$ cat config.mk
export PLATFORM = sky130hd
export DESIGN_NAME = sd_access_sched
export DESIGN_NICKNAME = d
export VERILOG_FILES = /design/src/rtl/sd_access_sched_pkg.sv /design/src/rtl/sd_access_sched_rr_pick.sv /design/src/rtl/sd_access_sched.sv
export SDC_FILE = /design/constraint.sdc
export NUM_CORES = 1
export LEC_CHECK = 0
export BUFFER_PORTS_ARGS = -buffer_cell sky130_fd_sc_hd__buf_2
export CAP_MARGIN = 10
export CORE_MARGIN = 10
export CORE_UTILIZATION = 40
export CTS_CLUSTER_SIZE = 16
export DETAILED_ROUTE_END_ITERATION = 10
export SYNTH_ARGS = -nofsm -noshare
export SYNTH_HDL_FRONTEND = slang
export SYNTH_HIERARCHICAL = 1
export SYNTH_SLANG_ARGS = --single-unit
$ cat constraint.sdc
create_clock -name SD_CK -period 3.4 [get_ports SD_CK]
set_input_delay 0.68 -clock SD_CK [delete_from_list [all_inputs] [get_ports SD_CK]]
set_output_delay 0.68 -clock SD_CK [all_outputs]
set_load 0.01 [all_outputs]
$ cat src/rtl/sd_access_sched_pkg.sv
`default_nettype none
// ============================================================================
//  Module      : sd_access_sched_pkg
//  Description : Shared definitions for the SD access scheduler (the sd_defs
//                set): FSM state encodings, default gap/timeout parameters,
//                statistics counter widths and a small state-decode helper.
//  Revision    : 1.0  - initial release
// ============================================================================
package sd_access_sched_pkg;

    // Scheduler FSM states (explicit 3-bit encoding)
    typedef enum logic [2:0] {
        S_INIT = 3'd0,  // card initialisation owns the pins
        S_IDLE = 3'd1,  // bus quiet, sampling front-end requests
        S_WR   = 3'd2,  // write engine granted
        S_RD   = 3'd3,  // read engine granted
        S_GAP  = 3'd4   // enforced idle gap between operations
    } sched_state_t;

    // Default configuration values
    localparam int c_GAP_CLKS_DEF = 8;
    localparam int c_TO_CLKS_DEF  = 65535;
    localparam int c_TO_W_DEF     = 16;

    // Statistics counter widths (optional feature)
    localparam int c_OP_STAT_W    = 16;
    localparam int c_TO_STAT_W    = 8;

    // True while an engine holds the grant
    function automatic logic sched_is_grant(input sched_state_t st);
        return (st == S_WR) || (st == S_RD);
    endfunction

endpackage : sd_access_sched_pkg
`default_nettype wire

$ cat src/rtl/sd_access_sched_rr_pick.sv
`default_nettype none
// ============================================================================
//  Module      : sd_access_sched_rr_pick
//  Description : 2-way round-robin picker (sd_rr_pick). Combinational.
//                req[0] = write request, req[1] = read request.
//                When both request, the side that did NOT win last is picked:
//                last=1 (last served was a write) -> read, last=0 -> write.
//                grant is one-hot, or zero when nothing is requested.
//  Ports       : req[1:0] in, last in, grant[1:0] out
//  Revision    : 1.0  - initial release
// ============================================================================
module sd_access_sched_rr_pick (
    input  logic [1:0] req,
    input  logic       last,
    output logic [1:0] grant
);

    always_comb begin
        grant = req;
        if (req == 2'b11) begin
            grant = last ? 2'b10 : 2'b01;
        end
    end

endmodule : sd_access_sched_rr_pick
`default_nettype wire

$ cat src/rtl/sd_access_sched.sv
`default_nettype none
// ============================================================================
//  Module      : sd_access_sched
//  Description : Shares the single SPI-mode SD card port among the init,
//                block-write and block-read engines. Traffic is held off until
//                init completes; afterwards one engine at a time is granted
//                with a level start/ok handshake. The granted engine's MOSI/CSn
//                is muxed to the pins; an idle gap (CSn=1, MOSI=1) separates
//                operations and each operation is bounded by a timeout.
//                All state updates occur on the falling edge of SD_CK.
//
//  Parameters  : GAP_CLKS - SD_CK cycles of idle gap between ops (>=1)
//                TO_CLKS  - op timeout in SD_CK cycles from start (>=16)
//                TO_W     - timeout counter width (must hold TO_CLKS)
//
//  Ports       : SD_CK, rst_n (async, active-low)
//                init_o/init_mosi/init_csn      - init engine
//                wr_req, rd_req                 - front-end requests (level)
//                wr_start/wr_mosi/wr_csn/wr_ok  - write engine handshake
//                rd_start/rd_mosi/rd_csn/rd_ok  - read engine handshake
//                SD_MOSI, SD_CSn                - card pins
//                busy                           - FSM not in S_IDLE
//                wr_done, rd_done, err          - 1-cycle completion pulses
//
//  Options     : SD_SCHED_STATS_EN - when defined, adds saturating counters
//                wr_cnt[15:0], rd_cnt[15:0], to_cnt[7:0] counting wr_done,
//                rd_done and err pulses; cleared only by rst_n.
//
//  Revision    : 1.0  - initial release
// ============================================================================
module sd_access_sched
    import sd_access_sched_pkg::*;
#(
    parameter int GAP_CLKS = c_GAP_CLKS_DEF,
    parameter int TO_CLKS  = c_TO_CLKS_DEF,
    parameter int TO_W     = c_TO_W_DEF
) (
    input  logic SD_CK,
    input  logic rst_n,
    // init engine
    input  logic init_o,
    input  logic init_mosi,
    input  logic init_csn,
    // front-end requests
    input  logic wr_req,
    input  logic rd_req,
    // write engine
    output logic wr_start,
    input  logic wr_mosi,
    input  logic wr_csn,
    input  logic wr_ok,
    // read engine
    output logic rd_start,
    input  logic rd_mosi,
    input  logic rd_csn,
    input  logic rd_ok,
    // card pins
    output logic SD_MOSI,
    output logic SD_CSn,
    // status
    output logic busy,
    output logic wr_done,
    output logic rd_done,
    output logic err
`ifdef SD_SCHED_STATS_EN
    ,
    output logic [c_OP_STAT_W-1:0] wr_cnt,
    output logic [c_OP_STAT_W-1:0] rd_cnt,
    output logic [c_TO_STAT_W-1:0] to_cnt
`endif
);

    localparam int                    c_GAP_W    = $clog2(GAP_CLKS + 1);
    localparam logic [c_GAP_W-1:0]    c_GAP_LOAD = c_GAP_W'(GAP_CLKS);
    localparam logic [TO_W-1:0]       c_TO_LOAD  = TO_W'(TO_CLKS);

    sched_state_t        r_state;
    logic [c_GAP_W-1:0]  r_gap_cnt;
    logic [TO_W-1:0]     r_to_cnt;
    logic                r_last_wr;
    logic                r_wr_start;
    logic                r_rd_start;
    logic                r_wr_done;
    logic                r_rd_done;
    logic                r_err;

    logic [1:0]          w_grant;
    logic                w_to_expire;
    logic                w_mosi;
    logic                w_csn;

    // ------------------------------------------------------------------------
    // Round-robin arbitration between the two front-end requests
    // ------------------------------------------------------------------------
    sd_access_sched_rr_pick u_rr_pick (
        .req   ({rd_req, wr_req}),
        .last  (r_last_wr),
        .grant (w_grant)
    );

    // The counter is loaded with TO_CLKS on the grant edge and decremented on
    // every following edge; the edge that would take it from 1 to 0 is the
    // TO_CLKS-th edge after start rose, which is where the timeout fires.
    assign w_to_expire = (r_to_cnt <= TO_W'(1));

    // ------------------------------------------------------------------------
    // Scheduler FSM with registered handshake and pulse outputs
    // ------------------------------------------------------------------------
    always_ff @(negedge SD_CK or negedge rst_n) begin
        if (!rst_n) begin
            r_state    <= S_INIT;
            r_gap_cnt  <= '0;
            r_to_cnt   <= '0;
            r_last_wr  <= 1'b0;
            r_wr_start <= 1'b0;
            r_rd_start <= 1'b0;
            r_wr_done  <= 1'b0;
            r_rd_done  <= 1'b0;
            r_err      <= 1'b0;
        end else begin
            r_wr_done <= 1'b0;
            r_rd_done <= 1'b0;
            r_err     <= 1'b0;

            if ((r_state != S_INIT) && !init_o) begin
                // Card re-initialisation: drop any grant immediately. An
                // aborted operation is reported as an error.
                r_state    <= S_INIT;
                r_wr_start <= 1'b0;
                r_rd_start <= 1'b0;
                r_err      <= sched_is_grant(r_state);
            end else begin
                case (r_state)
                    S_INIT: begin
                        if (init_o) begin
                            r_state   <= S_GAP;
                            r_gap_cnt <= c_GAP_LOAD;
                        end
                    end

                    S_IDLE: begin
                        if (w_grant[0]) begin
                            r_state    <= S_WR;
                            r_wr_start <= 1'b1;
                            r_to_cnt   <= c_TO_LOAD;
                        end else if (w_grant[1]) begin
                            r_state    <= S_RD;
                            r_rd_start <= 1'b1;
                            r_to_cnt   <= c_TO_LOAD;
                        end
                    end

                    S_WR: begin
                        // ok is checked first so a completion on the expiry
                        // edge is reported as success.
                        if (wr_ok) begin
                            r_state    <= S_GAP;
                            r_wr_start <= 1'b0;
                            r_wr_done  <= 1'b1;
                            r_last_wr  <= 1'b1;
                            r_gap_cnt  <= c_GAP_LOAD;
                        end else if (w_to_expire) begin
                            r_state    <= S_GAP;
                            r_wr_start <= 1'b0;
                            r_err      <= 1'b1;
                            r_gap_cnt  <= c_GAP_LOAD;
                        end else begin
                            r_to_cnt   <= r_to_cnt - TO_W'(1);
                        end
                    end

                    S_RD: begin
                        if (rd_ok) begin
                            r_state    <= S_GAP;
                            r_rd_start <= 1'b0;
                            r_rd_done  <= 1'b1;
                            r_last_wr  <= 1'b0;
                            r_gap_cnt  <= c_GAP_LOAD;
                        end else if (w_to_expire) begin
                            r_state    <= S_GAP;
                            r_rd_start <= 1'b0;
                            r_err      <= 1'b1;
                            r_gap_cnt  <= c_GAP_LOAD;
                        end else begin
                            r_to_cnt   <= r_to_cnt - TO_W'(1);
                        end
                    end

                    S_GAP: begin
                        // Besides the gap time, wait until both engines have
                        // released ok, so a stale ok cannot complete the next
                        // grant on its first cycle.
                        if (r_gap_cnt != '0) begin
                            r_gap_cnt <= r_gap_cnt - c_GAP_W'(1);
                        end else if (!wr_ok && !rd_ok) begin
                            r_state   <= S_IDLE;
                        end
                    end

                    default: begin
                        r_state    <= S_INIT;
                        r_wr_start <= 1'b0;
                        r_rd_start <= 1'b0;
                    end
                endcase
            end
        end
    end

    // ------------------------------------------------------------------------
    // Pin mux: the owner of the bus drives the pins, otherwise the bus idles
    // high (deselected card, MOSI high).
    // ------------------------------------------------------------------------
    always_comb begin
        w_mosi = 1'b1;
        w_csn  = 1'b1;
        case (r_state)
            S_INIT: begin
                w_mosi = init_mosi;
                w_csn  = init_csn;
            end
            S_WR: begin
                w_mosi = wr_mosi;
                w_csn  = wr_csn;
            end
            S_RD: begin
                w_mosi = rd_mosi;
                w_csn  = rd_csn;
            end
            default: begin
                w_mosi = 1'b1;
                w_csn  = 1'b1;
            end
        endcase
    end

    assign SD_MOSI  = w_mosi;
    assign SD_CSn   = w_csn;
    assign busy     = (r_state != S_IDLE);
    assign wr_start = r_wr_start;
    assign rd_start = r_rd_start;
    assign wr_done  = r_wr_done;
    assign rd_done  = r_rd_done;
    assign err      = r_err;

`ifdef SD_SCHED_STATS_EN
    // ------------------------------------------------------------------------
    // Saturating operation statistics, counted from the registered pulses
    // ------------------------------------------------------------------------
    logic [c_OP_STAT_W-1:0] r_wr_cnt;
    logic [c_OP_STAT_W-1:0] r_rd_cnt;
    logic [c_TO_STAT_W-1:0] r_to_stat;

    always_ff @(negedge SD_CK or negedge rst_n) begin
        if (!rst_n) begin
            r_wr_cnt  <= '0;
            r_rd_cnt  <= '0;
            r_to_stat <= '0;
        end else begin
            if (r_wr_done && (r_wr_cnt != '1)) begin
                r_wr_cnt <= r_wr_cnt + c_OP_STAT_W'(1);
            end
            if (r_rd_done && (r_rd_cnt != '1)) begin
                r_rd_cnt <= r_rd_cnt + c_OP_STAT_W'(1);
            end
            if (r_err && (r_to_stat != '1)) begin
                r_to_stat <= r_to_stat + c_TO_STAT_W'(1);
            end
        end
    end

    assign wr_cnt = r_wr_cnt;
    assign rd_cnt = r_rd_cnt;
    assign to_cnt = r_to_stat;
`endif

endmodule : sd_access_sched
`default_nettype wire

==> impl_metrics.yaml, run 1 <==
detailed_routing:
  top_layer: "met4"
  route.met2.wl_microns: 2550
  met1Wirelength_microns: 2400
  wirelength_microns: 5390
  ant_nets: 0
  viasPerCell: 5.91
  wl_met3_microns: 347
  drc: 0
  drtPass1Iterations: 4
  vias: 1872
  wl_per_cell_microns: 17.0
  first_iter_violations: 128
clocking:
  cts_max_path_buffers: 2
  cts_buffers: 5
  tritoncts: "yes"
  htreeDepth: 2
  cts.sinks: 29
  clock-root-buffer: "clkbuf_8"
  clkTransAtPathRegs_ns: 0.05
  clock_latency_ns: 0.29
  cts_hold_buf: 0
synth:
  syn_avg_cell_area_sq_um: 8.71
  synthFlopType: "dfrtn_1"
  yosysSeqAreaShare_pct: 37.7
  synthArstFlopShare_pct: 100
  synth_top_area_share_pct: 37.7
  synthTopCellsByArea: "dfrtn_1 (38%), nor2_1 (4.9%), o31ai_1 (3.5%)"
  synth_cells: 221
  synth_common_cells: "dfrtn_1 (29), nor2_1 (25), inv_1 (13), nor3_1 (13), a21oi_1 (12)"
  synth_most_common_cell: "dfrtn_1"
  syn_nets: 237
  yosys.area.top_type: "dfrtn_1"
  synth_area_sq_um: 1920
  synth_cell_type_count: 54
  synth_edf_count: 0
  ys_ff_latch: 29
  synth_warnings: 6
worst_setup_path:
  critPathLaunchType: "flop"
  path_cells: "mux2i_1 -> nand2_1 -> o31ai_1 -> nand2_1 -> buf_2"
  crit_fanout: 6
  r2r_start: "r_to_cnt[0]"
  crit_required_ns: 2.72
  critPathMostFrequentCell: "nand2_1"
  ff2ff_setup_slack_ns: 1.08
  critPathLaunch: "r_state[0]"
  worst_r2r_endpoint: "wr_start"
  path_class: "reg2out"
  crit_arrival_ns: 3.12
  timing.critical_path.to_type: "output port"
  critPathMaxStageDelay_ns: 0.55
  cp_slowest_cell: "dfrtn_1"
  r2r_cells: 7
final_layout:
  syn2layout_area_growth_pct: 24.4
  nets: 278
  n_antenna_cell: 0
  drive_gt1_share_pct: 26.6
grt:
  grt.overflow.total: 0
  grt_max_degree: 30
  antenna_found_initial: 0
  grt_first_pass_wirelength_microns: 9040
  grtUsageTotal_pct: 14.3
  grt_pass1_vias: 1878
timing:
  fin_ws_ns: -0.397
  hold_slack_ns: 0.445
  slew_viol_final: 0
  skew_ns: 0.00625
  max-slew-margin-rel_pct: 58.9
  grt_setup_unrepaired: "yes"
  setup-violations-final: 3
  tightest_slew_ns: 0.615
  finalHoldViolCount: 0
worst_hold_path:
  min_path_cells: 1
  hold_path.startpoint: "r_gap_cnt[0]"
  hold_path_end: "r_gap_cnt[0]"
  min_path_type: "reg2reg"
flow_run:
  maxCapViolations: 0
die:
  num_rows: 25
  initial_utilization_pct: 41.0
  boundaryPins: 21
  dieArea_sq_um: 7990
  core_area_sq_um: 4690
  die_h_microns: 89.4
  die_x_microns: 89.4
run_status:
  failed_checks: "negative setup slack"
  status: "finished with violations"
power_and_ir_drop:
  vdd_drop_max_uv: 406
  powerDensity_nw_per_um2: 566
  cellLeakagePower_nw: 1.02
placement:
  pre_cts_ws_ns: -0.293
  place.port_buffers: 20
  place.gp.congestion: 0.859
  dpl.hpwl_microns: 3870
## power by group
part           total [mW]  internal (mW)  switching [mW]
logic               0.414          0.207           0.208
clock network       0.375          0.239           0.136
registers           0.567          0.439           0.128
total                1.36          0.884           0.472
## worst max-delay path by stage
stage	to	cells after the start
after floorplan	r_to_cnt[0]	6
after global placement	r_to_cnt[4]	6
after detailed placement	r_to_cnt[4]	6
after CTS	SD_MOSI	5
after global routing	SD_CSn	5
final	SD_CSn	5
## cell usage in the layout, fill, tap and decap left out, drive strengths merged, types with 2 or more instances in the layout
cell type	netlist	layout
buf	6	45
dfrtn	29	29
nor2	25	25
nor3	14	14
inv	13	13
nand2	12	12
a21oi	12	12
o21ai	12	12
o31ai	9	9
nand3	8	8
clkbuf	5	7
nand2b	5	5
mux2i	5	5
a311oi	5	5
a21boi	5	5
nor2b	4	4
nor3b	4	4
a31oi	4	4
nor4	4	4
and3	3	3
a41oi	3	3
ha	3	3
o221ai	3	3
nand4b	2	2
o21a	2	2
and4b	2	2
o22a	2	2
o41ai	2	2
o32ai	2	2
or2	2	2
## cell type report
cell class	instances	area (sq um)
tap	54	67.6
multi-input combinational	168	1140
sequential	29	726
clock inverter	1	30.0
fill	454	2300
clock buffer	7	86.3
inverter	13	48.8
timing repair buffer	45	300
## per-stage QoR
step	instance area, sq um	cells	total power, mW	util [%]	setup TNS [ns]
6_report	2390	317	1.36	51.0	-1.12
5_1_grt	2390	317	1.45	51.0	-1.35
4_1_cts	2370	316	1.36	50.6	-1.18
3_5_place_dp	2250	307	0.976	48.0	-3.95
3_3_place_gp	2250	307	0.965	48.0	-3.47
2_1_floorplan	1980	221	0.840	-	-0.164
## worst max-delay path, delay by kind of cell, from the launching register on
family | cells | cell delay [ns]
mux | 1 | 0.22
buf+inv | 1 | 0.14
flops | 1 | 0.55
simple gates | 2 | 0.14
compound gates | 1 | 0.08
## metal layers
layer	track usage, %	vias up
li1	-	914
met1	17.5	895
met2	24.3	54
met3	3.56	9
met4	3.76	0
met5	0	-
## sequential cells by signal (all words and copies together) (netlist names)
| register | cells |
|---|---|
| err | 1 |
| r_gap_cnt | 4 |
| r_last_wr | 1 |
| r_state | 3 |
| r_to_cnt | 16 |
| rd_done | 1 |
| rd_start | 1 |
| wr_done | 1 |
| wr_start | 1 |
## what timing repair did
action | 4_1_cts | 5_1_grt
endpoints found under the setup margin | 3 | 13
setup buffers | 1 | 1
resized for setup | 0 | 4
pin swaps | 0 | 2
## logic make-up after synthesis
logic type,share of synthesized area [%]
AND/OR/NAND/NOR,25.9
AO/OA/AOI/OAI,25.6
flip-flops,37.7
buffers and inverters,5.27
multiplexers,2.60
adder cells (fa/ha/maj),2.47
XOR/XNOR,0.455
Note: power is estimated with default switching activity, not from simulation.
==> run 2, diff against run 1 <==
- REMOVE_ABC_BUFFERS: unset -> 1
==> run 2 against run 1 <==
Effect of this change: the run still ends with negative setup slack left; final area grew 0.26%; clock skew is 0.0021 ns higher; clock power is 2% higher; utilization up 0.13 points; total power decreased by 0.17%; critical path depth increased by 1; routed wire length fell by 0.15%; global-route usage decreased by 0.34 points; sequential cell count did not move; sequential power down 1%.
==> impl_metrics.yaml, run 2 (synthesis results as in run 1) <==
timing:
  setup-violations-final: 3
  max-slew-margin-rel_pct: 59.1
  fin_ws_ns: -0.341
  slew_viol_final: 0
  skew_ns: 0.00836
  fin_tns_setup_ns: -0.895
  grt_setup_unrepaired: "yes"
  tightest_slew_ns: 0.612
  finalHoldViolCount: 0
final_layout:
  final_common_cell: "dfrtn_1"
  syn2layout_area_growth_pct: 24.8
  largest_reg_flops: 16
  n_antenna_cell: 0
  seqCellArea_sq_um: 726
  multi_input_area_sq_um: 1140
  largest_register: "r_to_cnt"
  top_regs: "r_to_cnt (16), r_gap_cnt (4), r_state (3)"
  nets: 279
  final_cell_mix: "dfrtn_1 (29), buf_4 (25), nor2_1 (24), buf_2 (19)"
  fin_cells: 318
  drive_gt1_share_pct: 26.9
  fillers: 445
worst_hold_path:
  hold_path_end: "r_to_cnt[11]"
  min_path_cells: 1
  min_path_type: "reg2reg"
  hold_path.startpoint: "r_to_cnt[11]"
worst_setup_path:
  crit_arrival_ns: 3.06
  r2r_start: "r_state[1]"
  ff2ff_setup_slack_ns: 1.06
  path_class: "reg2out"
  crit_required_ns: 2.72
  timing.critical_path.to_type: "output port"
  r2r_cells: 6
  worst_r2r_endpoint: "r_to_cnt[5]"
  critPathLaunchType: "flop"
  crit_fanout: 7
  critPathLaunch: "r_state[0]"
grt:
  grtUsageMet2_pct: 22.5
  busiest_layer: "met2"
  grtUsageTotal_pct: 14.0
  antenna_found_initial: 0
  grt_util_met3_pct: 4.10
  met1_usage_pct: 17.2
  grt_max_degree: 30
  grt_first_pass_wirelength_microns: 8810
  grt.overflow.total: 0
  grt_pass1_vias: 1799
detailed_routing:
  vias: 1878
  drc: 0
  viasPerCell: 5.91
  first_iter_violations: 70
  wl_per_cell_microns: 16.9
  wirelength_microns: 5380
  ant_nets: 0
  drtPass1Iterations: 5
flow_run:
  maxCapViolations: 0
die:
  die_x_microns: 89.4
  core_area_sq_um: 4690
  initial_utilization_pct: 41.0
  boundaryPins: 21
  die_h_microns: 89.4
  num_rows: 25
  dieArea_sq_um: 7990
power_and_ir_drop:
  powerDensity_nw_per_um2: 564
  cellLeakagePower_nw: 1.02
  power.internal_mw: 0.879
  power_frac_seq_pct: 41.3
  clockPowerShare_pct: 28.1
  p_sw_share_pct: 35.0
  vdd_drop_max_uv: 295
  p_sw_mw: 0.474
  power_frac_comb_pct: 30.5
run_status:
  failed_checks: "negative setup slack"
  status: "finished with violations"
placement:
  placed_cells: 310
  place.gp.congestion: 0.853
  place.port_buffers: 20
  dpl.hpwl_microns: 3910
clocking:
  clock-root-buffer: "clkbuf_8"
  clkTransAtPathRegs_ns: 0.05
  cts_buffers: 5
  cts_max_path_buffers: 2
  tritoncts: "yes"
  htreeDepth: 2
  cts.sinks: 29
  clock_latency_ns: 0.30
  cts_hold_buf: 0
==> run 2: stage by stage <==
stage | setup WS [ns] | hold WS, ns | util, % | total power [mW] | instance area, sq um
2_1_floorplan | -0.750 | 0.401 | - | 0.819 | 1870
3_3_place_gp | -0.254 | 0.428 | 47.6 | 0.955 | 2230
3_5_place_dp | -0.277 | 0.442 | 47.6 | 0.962 | 2230
4_1_cts | -0.337 | 0.432 | 50.7 | 1.35 | 2380
5_1_grt | -0.436 | 0.457 | 51.2 | 1.44 | 2400
6_report | -0.341 | 0.433 | 51.2 | 1.35 | 2400
==> run 2: worst max path at each step <==
stage | endpoint | slack (ns) | cells past startpoint
detailed placement | r_to_cnt[15] | -0.28 | 7
global route | SD_CSn | -0.44 | 6
CTS | SD_MOSI | -0.34 | 6
floorplan | busy | -0.75 | 2
global placement | r_to_cnt[15] | -0.25 | 6
finish | SD_MOSI | -0.34 | 6
==> run 2: routing by layer <==
| layer | wire (microns) | vias up |
|---|---|---|
| met5 | 0 | - |
| met4 | 102 | 0 |
| met3 | 407 | 13 |
| met2 | 2460 | 66 |
| met1 | 2410 | 887 |
| li1 | - | 912 |
==> run 2: worst max-delay path, cell delays in order, from the launching register on <==
cell and delay (ns):
dfrtn_1 0.42, buf_6 0.14, mux2i_1 0.18, nand2_1 0.07
o31ai_1 0.06, nand2_1 0.07, buf_2 0.14
==> run 2: cell type report <==
cell class,count,share of cell area [%]
flip-flops and latches,29,30.2
clock inverters,1,1.25
repair buffers,46,12.7
multi-input cells,168,47.4
inverters,13,2.03
well taps,54,2.81
clock buffers,7,3.60
==> run 2: power groups by stage <==
stage | clock network [mW] | logic, mW | registers (mW)
floorplan | 0 | 0.275 | 0.544
global placement | 0 | 0.396 | 0.559
detailed placement | 0 | 0.402 | 0.560
CTS | 0.383 | 0.406 | 0.556
global route | 0.396 | 0.462 | 0.580
finish | 0.381 | 0.413 | 0.559
==> run 2: timing repair <==
action	CTS	global route
setup endpoints to repair	4	12
setup buffers	1	1
resized for setup	6	6
pin swaps	4	5
